===== src/rtl/serial_adder_seq.sv =====
`default_nettype none
// ============================================================================
// Module   : serial_adder_seq
// Purpose  : Bit-serial adder sequencer driving an external 3-to-8 decoder
//            full-adder stage; result is assembled LSB-first.
// Options  : SERIAL_ADDER_OVF_EN adds the two's-complement overflow port ovf.
// Revision : 1.0 - initial release
// ============================================================================
module serial_adder_seq #(
    parameter int WIDTH = 8
) (
    input  logic             clk,
    input  logic             rst_n,
    input  logic             start,
    input  logic [WIDTH-1:0] op_a,
    input  logic [WIDTH-1:0] op_b,
    input  logic             cin,
    output logic [2:0]       dec_a,
    output logic             dec_e1,
    output logic             dec_e2_low,
    output logic             dec_e3_low,
    input  logic             si,
    input  logic             ci,
    output logic             busy,
    output logic             done,
    output logic [WIDTH-1:0] sum,
    output logic             cout
`ifdef SERIAL_ADDER_OVF_EN
    ,
    output logic             ovf
`endif
);

    localparam int CW = (WIDTH > 2) ? $clog2(WIDTH) : 1;
    localparam logic [CW-1:0] c_last = CW'(WIDTH - 1);

    localparam logic [1:0] S_IDLE  = 2'd0;
    localparam logic [1:0] S_SHIFT = 2'd1;
    localparam logic [1:0] S_DONE  = 2'd2;

    logic [1:0]       r_state;
    logic [1:0]       w_state_nxt;
    logic [WIDTH-1:0] r_a;
    logic [WIDTH-1:0] r_b;
    logic [WIDTH-1:0] r_sum;
    logic             r_carry;
    logic             r_cout;
    logic [CW-1:0]    r_cnt;
    logic             w_shift;

    assign w_shift = (r_state == S_SHIFT);

    always_ff @(posedge clk or negedge rst_n) begin
        if (!rst_n) begin
            r_state <= S_IDLE;
        end else begin
            r_state <= w_state_nxt;
        end
    end

    always_comb begin
        w_state_nxt = r_state;
        case (r_state)
            S_IDLE:  if (start) w_state_nxt = S_SHIFT;
            S_SHIFT: if (r_cnt == c_last) w_state_nxt = S_DONE;
            S_DONE:  w_state_nxt = S_IDLE;
            default: w_state_nxt = S_IDLE;
        endcase
    end

    // cout tracks ci only while shifting so it is not disturbed when cin is latched
    always_ff @(posedge clk or negedge rst_n) begin
        if (!rst_n) begin
            r_a     <= '0;
            r_b     <= '0;
            r_sum   <= '0;
            r_carry <= 1'b0;
            r_cout  <= 1'b0;
            r_cnt   <= '0;
        end else begin
            case (r_state)
                S_IDLE: begin
                    if (start) begin
                        r_a     <= op_a;
                        r_b     <= op_b;
                        r_carry <= cin;
                        r_cnt   <= '0;
                    end
                end
                S_SHIFT: begin
                    r_sum   <= {si, r_sum[WIDTH-1:1]};
                    r_carry <= ci;
                    r_cout  <= ci;
                    r_a     <= r_a >> 1;
                    r_b     <= r_b >> 1;
                    r_cnt   <= r_cnt + CW'(1);
                end
                default: ;
            endcase
        end
    end

`ifdef SERIAL_ADDER_OVF_EN
    logic r_ovf;

    // carry into the MSB is the carry presented during the final SHIFT cycle
    always_ff @(posedge clk or negedge rst_n) begin
        if (!rst_n) begin
            r_ovf <= 1'b0;
        end else if (w_shift && (r_cnt == c_last)) begin
            r_ovf <= r_carry ^ ci;
        end
    end

    assign ovf = r_ovf;
`endif

    assign dec_a      = w_shift ? {r_a[0], r_b[0], r_carry} : 3'b000;
    assign dec_e1     = w_shift;
    assign dec_e2_low = ~w_shift;
    assign dec_e3_low = ~w_shift;
    assign busy       = w_shift;
    assign done       = (r_state == S_DONE);
    assign sum        = r_sum;
    assign cout       = r_cout;

endmodule
`default_nettype wire


===== config.mk =====
export PLATFORM = sky130hd
export DESIGN_NAME = serial_adder_seq
export DESIGN_NICKNAME = d
export VERILOG_FILES = /design/src/rtl/serial_adder_seq.sv
export SDC_FILE = /design/constraint.sdc
export NUM_CORES = 1
export LEC_CHECK = 0
export ABC_CLOCK_PERIOD_IN_PS = 1700
export BUFFER_PORTS_ARGS = -buffer_cell sky130_fd_sc_hd__buf_2
export CORE_UTILIZATION = 50
export CTS_CLUSTER_SIZE = 8
export DETAILED_ROUTE_END_ITERATION = 6
export PLACE_DENSITY = 0.77
export SYNTH_ARGS = -nofsm -noshare
export SYNTH_HDL_FRONTEND = slang
export SYNTH_SLANG_ARGS = --single-unit

===== constraint.sdc =====
create_clock -name clk -period 1.7 [get_ports clk]
set_input_delay 0 -clock clk [delete_from_list [all_inputs] [get_ports clk]]
set_output_delay 0 -clock clk [all_outputs]
set_load 0.01 [all_outputs]

# ---- Word level (Yosys, flattened, before mapping)
# Cells that the tools add are included.
dict set report word_totals {
  regBits 31
  word_cells 30
}
dict set report classes {
  n_addsub 1
  n_eq_ne 5
  muxes 12
  n_bitwise 1
  n_reduce_logical 4
}
# cell n
set ops {}
lappend ops {{8-bit case mux with 2 select lines} 2}
lappend ops {{8-bit two-way mux} 2}
lappend ops {{3-bit two-way mux} 2}
lappend ops {{3-bit case mux with 2 select lines} 1}
lappend ops {{2-bit two-way mux} 2}
lappend ops {{2-bit case mux with 2 select lines} 1}
lappend ops {{2-bit AND reduction} 2}
lappend ops {{3-bit by 1-bit adder with 3-bit output, second input constant} 1}
lappend ops {{3-bit equality test, second input constant} 1}
lappend ops {{2-bit by 1-bit equality test with 1-bit output, second input constant} 1}
lappend ops {{2-bit equality test, second input constant} 1}
lappend ops {{2-bit logical NOT} 1}
lappend ops {{2-bit by 1-bit inequality test with 1-bit output, second input constant} 1}
lappend ops {{2-bit inequality test, second input constant} 1}
lappend ops {{1-bit case mux with 2 select lines} 1}
lappend ops {{2-bit nonzero test} 1}
lappend ops {{1-bit two-way mux} 1}
lappend ops {{1-bit inverter} 1}

# ---- Depth between registers and ports, before layout
# Gate-level depths: netlist (run 1).
dict set report logic_depth {
  ltp_word 3
  mapped_depth 5
}

# ---- Least setup slack after synthesis (run 1)
# No wires, ideal clock.
dict set report synth_path {
  kind {register -> register}
  start {reg r_state[0]}
  end {reg r_a[1]}
  setup_ns 0.121
  t_arrival_ns 1.109
  setup_slack_ns 0.470
  path_stages_with_launch 5
  n_path_buf 1
  cell_sequence {dfrtp_1 -> nand2b_2 -> buf_4 -> o22a_1 -> o22a_1}
}
dict set report synth_between {
  elab_chain_cells 3
}
# item line_no
set synth_rtl {}
lappend synth_rtl {{start: declaration} 41} ;# logic [1:0] r_state;
lappend synth_rtl {{start signal: assignment} 57} ;# r_state <= w_state_nxt;
lappend synth_rtl {{2-bit by 1-bit equality test with 1-bit output or 2-bit logical NOT (tied branches)} 81} ;# case (r_state)
lappend synth_rtl {{2-bit nonzero test (no line) or 2-bit inequality test (tied branches)} -}
lappend synth_rtl {{2-bit AND reduction (no line)} -}
lappend synth_rtl {{end signal: assignment} 84} ;# r_a <= op_a;
lappend synth_rtl {{end signal: assignment} 94} ;# r_a <= r_a >> 1;
lappend synth_rtl {{end: declaration} 43} ;# logic [WIDTH-1:0] r_a;
# Parallel ways exist; a longest one is shown, timed or not.
# A chain may end at the register's enable or synchronous reset.

# ---- Worst setup path after layout (run 1)
dict set report layout_path {
  start {reg r_state[0]}
  end {out dec_a[1]}
}
dict set report layout_between {
  elab_chain_cells 2
}
# item line_no
set layout_rtl {}
lappend layout_rtl {{2-bit by 1-bit equality test with 1-bit output} 51} ;# assign w_shift = (r_state == S_SHIFT);
lappend layout_rtl {{3-bit two-way mux} 118} ;# assign dec_a = w_shift ? {r_a[0], r_b[0], r_carry} : 3'b000;
lappend layout_rtl {{end: declaration} 18} ;# output logic [2:0] dec_a,
# No other way between the ends.

==> flow_summary.ini, run 1 <==
[die]
rows = 18
fp.dieArea_sq_um = 3000
initial_core_util = 0.548
coreArea_sq_um = 2540
ios = 39
die_w_um = 54.8
die_y_um = 54.8

[logic_synthesis]
synth_area_leader_cell = dfrtp_1
synth_seq_cells = 31
synth_area_leaders = dfrtp_1, o22a_1, nand2_1
synth_nets = 154
synth_area_sq_um = 1390
synth_cells = 130
syn_area_per_cell_sq_um = 10.7
synth_top_cell_area_share = 0.557
synth-seq-area-share = 0.557
ys_types = 26
yosysWarningCount = 0

[detailed_routing]
viasPerCell = 5.50
vias = 1139
postRouteAntennaNets = 0
first_iter_violations = 23
wirelength_mm = 2.81
drt-pass1-iter-count = 4
wl_per_cell_um = 13.6
drc_errors = 0

[clock_network]
root_buffer = clkbuf_4
hold_buffers = 10
clockBufferDepth = 2
h-tree-depth = 2
cts_made_buffers = 5
post_cts_buffers = 0
clock-sinks = 31
ctsResizeCount = 0
clock_latency_ns = 0.32
path_clk_slew_ns = 0.08
cts_tree = built

[timing]
timing.final.hold_violations = 0
worst_slack_ns = 0.142
fmax_mhz = 642
rsz0062_at_grt = no
fin_tns_setup_ns = 0
fin_crit_sh = 0.916
setup_violations = 0
finalClockSkew_ns = 0.00443
maxSlewViolCount = 0
layout_min_cycle_time_ns = 1.56
slew_headroom = 0.560
worstMarginPinSlew_ns = 0.660

[final_layout]
drive_above_1_share = 0.282
diodes = 0
nets = 202
area_growth_pct = 23.8

[pwr]
powerDensity_nw_per_um2 = 1750
leakagePower_nw = 0.857
irDropWorstVdd_uv = 1160
p_total_mw = 3.02

[grt]
track_usage = 0.225
grt.overflow.total = 0
grt_max_degree = 32
grt_pass1_vias = 1093
grt_pass1_wl_mm = 4.57
antenna_found_initial = 0

[worst_setup_path]
critPathLaunchType = register
crit_required_ns = 1.70
cp-end-kind = primary output
cp_data_arrival_time_ns = 1.56
reg2regPathDepth = 3
crit_path_max_fanout = 20
critPathKind = reg -> out

[place]
hpwl_mm = 1.97
dp_worst_setup_slack_ns = 0.290
gp_congestion = 0.731
port_buffers = 38

[run_status]
status = finished clean

[hold_path]
hold_class = in -> reg
hold_depth = 3

[run]
cap_violations = 0
[report_power, final]
group	switching, mW	internal [mW]
registers	0.232	1.08
logic	0.664	0.673
clock network	0.223	0.147
total	1.12	1.90
[cells in the mapped netlist]
master     n
dfrtp_1   31
nand2_1   31
o22a_1    22
buf_2      6
and2_1     4
buf_4      4
nor2b_1    4
a21oi_1    2
a22o_1     2
a22oi_1    2
ha_1       2
inv_1      2
nand3_1    2
nand3b_1   2
nor2_1     2
o21ai_0    2
a221o_1    1
a32o_1     1
nand2b_1   1
nand2b_2   1
nor2_2     1
o21ai_1    1
o221a_2    1
or2_2      1
or2b_1     1
or4b_1     1
[registers in the layout (all words and copies together), names as in the netlist]
name,cells
cout,1
r_a,8
r_b,8
r_carry,1
r_cnt,3
r_state,2
sum,8
[through the flow]
stage	cell area (sq um)	utilization	std cells	hold slack (ns)
after floorplan	1390	-	130	-0.296
after global placement	1580	0.622	191	0.0683
after detailed placement	1580	0.622	191	0.0759
after CTS	1730	0.678	207	0.000459
after global routing	1730	0.678	207	0.00509
final	1730	0.678	207	0.0113
[critical path: stages, from the launching register on]
cell and delay (ns):
dfrtp_1 0.47, nor2b_1 0.24, buf_4 0.26, and2_1 0.15
buf_2 0.12
[cell usage in the layout, fill, tap and decap left out, drive strengths merged]
cell and n:
a21oi 2, a221o 1, a22o 2, a22oi 2, a32o 1, and2 4
buf 41, clkbuf 6, dfrtp 31, dlygate4sd3 10, ha 2, inv 2
nand2 31, nand2b 2, nand3 2, nand3b 2, nor2 3, nor2b 4
o21ai 3, o221a 1, o22a 22, or2 1, or2b 1, or4b 1
[routing by layer]
metal,up-vias,global-route usage,wire length (um)
met5,-,0,0
met4,0,0.0769,10
met3,2,0.0917,153
met2,37,0.376,1440
met1,550,0.257,1220
li1,550,-,-
[cell families after synthesis]
logic type               count (synthesis)  synth area share
AND/OR/NAND/NOR                         51             0.175
AO/OA/AOI/OAI                           34             0.202
flip-flops                              31             0.557
adder cells (fa/ha/maj)                  2            0.0180
buffers and inverters                   12            0.0485
[layout make-up]
type | instances | area (sq um)
fill | 221 | 820
sequential | 31 | 776
multi-input combinational | 87 | 551
timing repair buffer | 51 | 313
clock buffer | 6 | 41.3
tap | 30 | 37.5
inverter | 2 | 7.51
[worst paths after layout]
kind / from / to / slack [ns]
worst min-delay path: op_b[6] / r_b[6] / 0.01
worst max-delay path: r_state[0] / dec_a[1] / 0.14
worst max register to register: r_state[0] / r_a[6] / 0.26
worst min register to register: sum[0] / sum[0] / 0.47
max in group asynchronous: rst_n / sum[2] / 1.05
min in group asynchronous: rst_n / sum[6] / 0.22
Note: power is estimated with default switching activity, not from simulation.
==> run 2: changes to the inputs <==
Settings changed: ABC_CLOCK_PERIOD_IN_PS 1700 to 1800.
Clock period 1.7 ns to 1.8 ns, I/O delays scaled along.
==> run 2 against run 1 <==
Compared with the run above: sequential power fell by 6%; non-clock buffer count rose by 3; die area did not move; final cell count rose by 2.4%; first-iteration DRC count fell by 4.3%; worst setup slack improved by 0.065 ns; utilization rose by 2.2 points; routed wire length rose by 4.7%; critical path type unchanged.
==> flow_summary.ini, run 2 (synthesis gave the netlist of run 1 again) <==
[final_layout]
nets = 205
drive_above_1_share = 0.291
fillers = 205
final_common_cell = buf_2
diodes = 0
fin_cells = 212
area_growth_pct = 27.7
mostFrequentLayoutCells = buf_2, nand2_1, dfrtp_1, o22a_1, dlygate4sd3_1
final_util = 0.700

[die]
fp.dieArea_sq_um = 3000
die_y_um = 54.8
initial_core_util = 0.548
ios = 39
rows = 18
die_w_um = 54.8
coreArea_sq_um = 2540

[timing]
finalClockSkew_ns = 0.00617
fin_crit_sh = 0.885
maxSlewViolCount = 0
setup_violations = 0
timing.final.hold_violations = 0
rsz0062_at_grt = no
layout_min_cycle_time_ns = 1.59
fmax_mhz = 628
worstMarginPinSlew_ns = 0.681
hold_slack_ns = 0.000786
fin_tns_setup_ns = 0
slew_headroom = 0.546

[pwr]
pwr-share-clk = 0.155
seq_power_share = 0.409
intPower_mw = 1.90
p_sw_mw = 1.10
p_total_mw = 3.00
p_comb_frac = 0.436
p_sw_frac = 0.366
powerDensity_nw_per_um2 = 1690
irDropWorstVdd_uv = 1120
leakagePower_nw = 0.885

[worst_setup_path]
max_stage_delay_ns = 0.46
crit_path_max_fanout = 12
critPathKind = reg -> out
cp-end-kind = primary output
cp_data_arrival_time_ns = 1.59
critPathLaunchType = register
crit_required_ns = 1.80
slowest_stage = dfrtp_1
crit_chain = nor2b_1 -> buf_4 -> inv_1 -> buf_2
reg2regPathDepth = 5

[clock_network]
cts_tree = built
ctsResizeCount = 0
clock-sinks = 31
clockBufferDepth = 2
cts_made_buffers = 5
root_buffer = clkbuf_4
post_cts_buffers = 0
path_clk_slew_ns = 0.09
h-tree-depth = 2
clock_latency_ns = 0.34

[detailed_routing]
drt-pass1-iter-count = 4
drc_errors = 0
vias = 1161
postRouteAntennaNets = 0
first_iter_violations = 22
wl_per_cell_um = 13.9
wirelength_mm = 2.95
viasPerCell = 5.48

[grt]
grt_pass1_wl_mm = 4.75
track_usage = 0.237
antenna_found_initial = 0
grt_max_degree = 32
grt_pass1_vias = 1147
grt.overflow.total = 0

[place]
placedCellCount = 192
hpwl_mm = 1.99
port_buffers = 38
gp_congestion = 0.726

[run_status]
status = finished clean

[hold_path]
hold_depth = 3
hold_class = in -> reg

[run]
cap_violations = 0
==> run 2: cell count changes in the layout (fill, tap and decap cells not counted), sizes merged <==
cell / delta
dlygate4sd3: +2
buf: +1
clkbuf: +2
==> run 2: worst max-delay path, delay by kind of cell (launching register included) <==
family | cells | cell delay [ns]
flops | 1 | 0.46
buf+inv | 3 | 0.63
simple gates | 1 | 0.17
==> run 2: through the flow <==
stage	setup WS, ns	cell area, sq um
2_1_floorplan	0.570	1390
3_3_place_gp	0.381	1590
3_5_place_dp	0.311	1590
4_1_cts	0.183	1780
5_1_grt	0.0689	1780
6_report	0.207	1780
==> run 2: per-layer routing <==
| layer | GRT usage | routed length, um | vias up |
|---|---|---|---|
| li1 | - | - | 559 |
| met2 | 0.434 | 1460 | 46 |
| met4 | 0.0897 | 29 | 0 |
| met3 | 0.0917 | 194 | 4 |
| met5 | 0 | 0 | - |
| met1 | 0.238 | 1260 | 552 |
==> run 2: cell type report <==
cell class              count  area (sq um)  share of cell area
clock buffers               8          68.8              0.0387
multi-input cells          87           551               0.309
flip-flops and latches     31           776               0.436
well taps                  30          37.5              0.0211
repair buffers             54           340               0.191
inverters                   2          7.51             0.00422
==> run 2: path summary, 6_finish.rpt <==
kind	startpoint	to	slack [ns]
min in group asynchronous	rst_n	r_cnt[2]	0.22
hold / removal	op_b[5]	r_b[5]	0.0008
max in group asynchronous	rst_n	r_b[6]	1.14
setup / recovery	r_state[0]	dec_e2_low	0.21
hold reg to reg	sum[0]	sum[0]	0.48
setup reg to reg	r_state[1]	r_a[6]	0.32
==> run 2: power groups by stage <==
stage | clock network, mW | logic [mW] | registers (mW)
finish | 0.464 | 1.31 | 1.23
global route | 0.505 | 1.49 | 1.27
CTS | 0.469 | 1.33 | 1.23
detailed placement | 0 | 1.30 | 1.24
global placement | 0 | 1.26 | 1.22
floorplan | 0 | 0.932 | 1.24
==> run 2: repair_timing <==
action,in CTS,in global routing
hold buffers,12,0
endpoints found under the hold margin,42,0
setup endpoints to repair,0,0
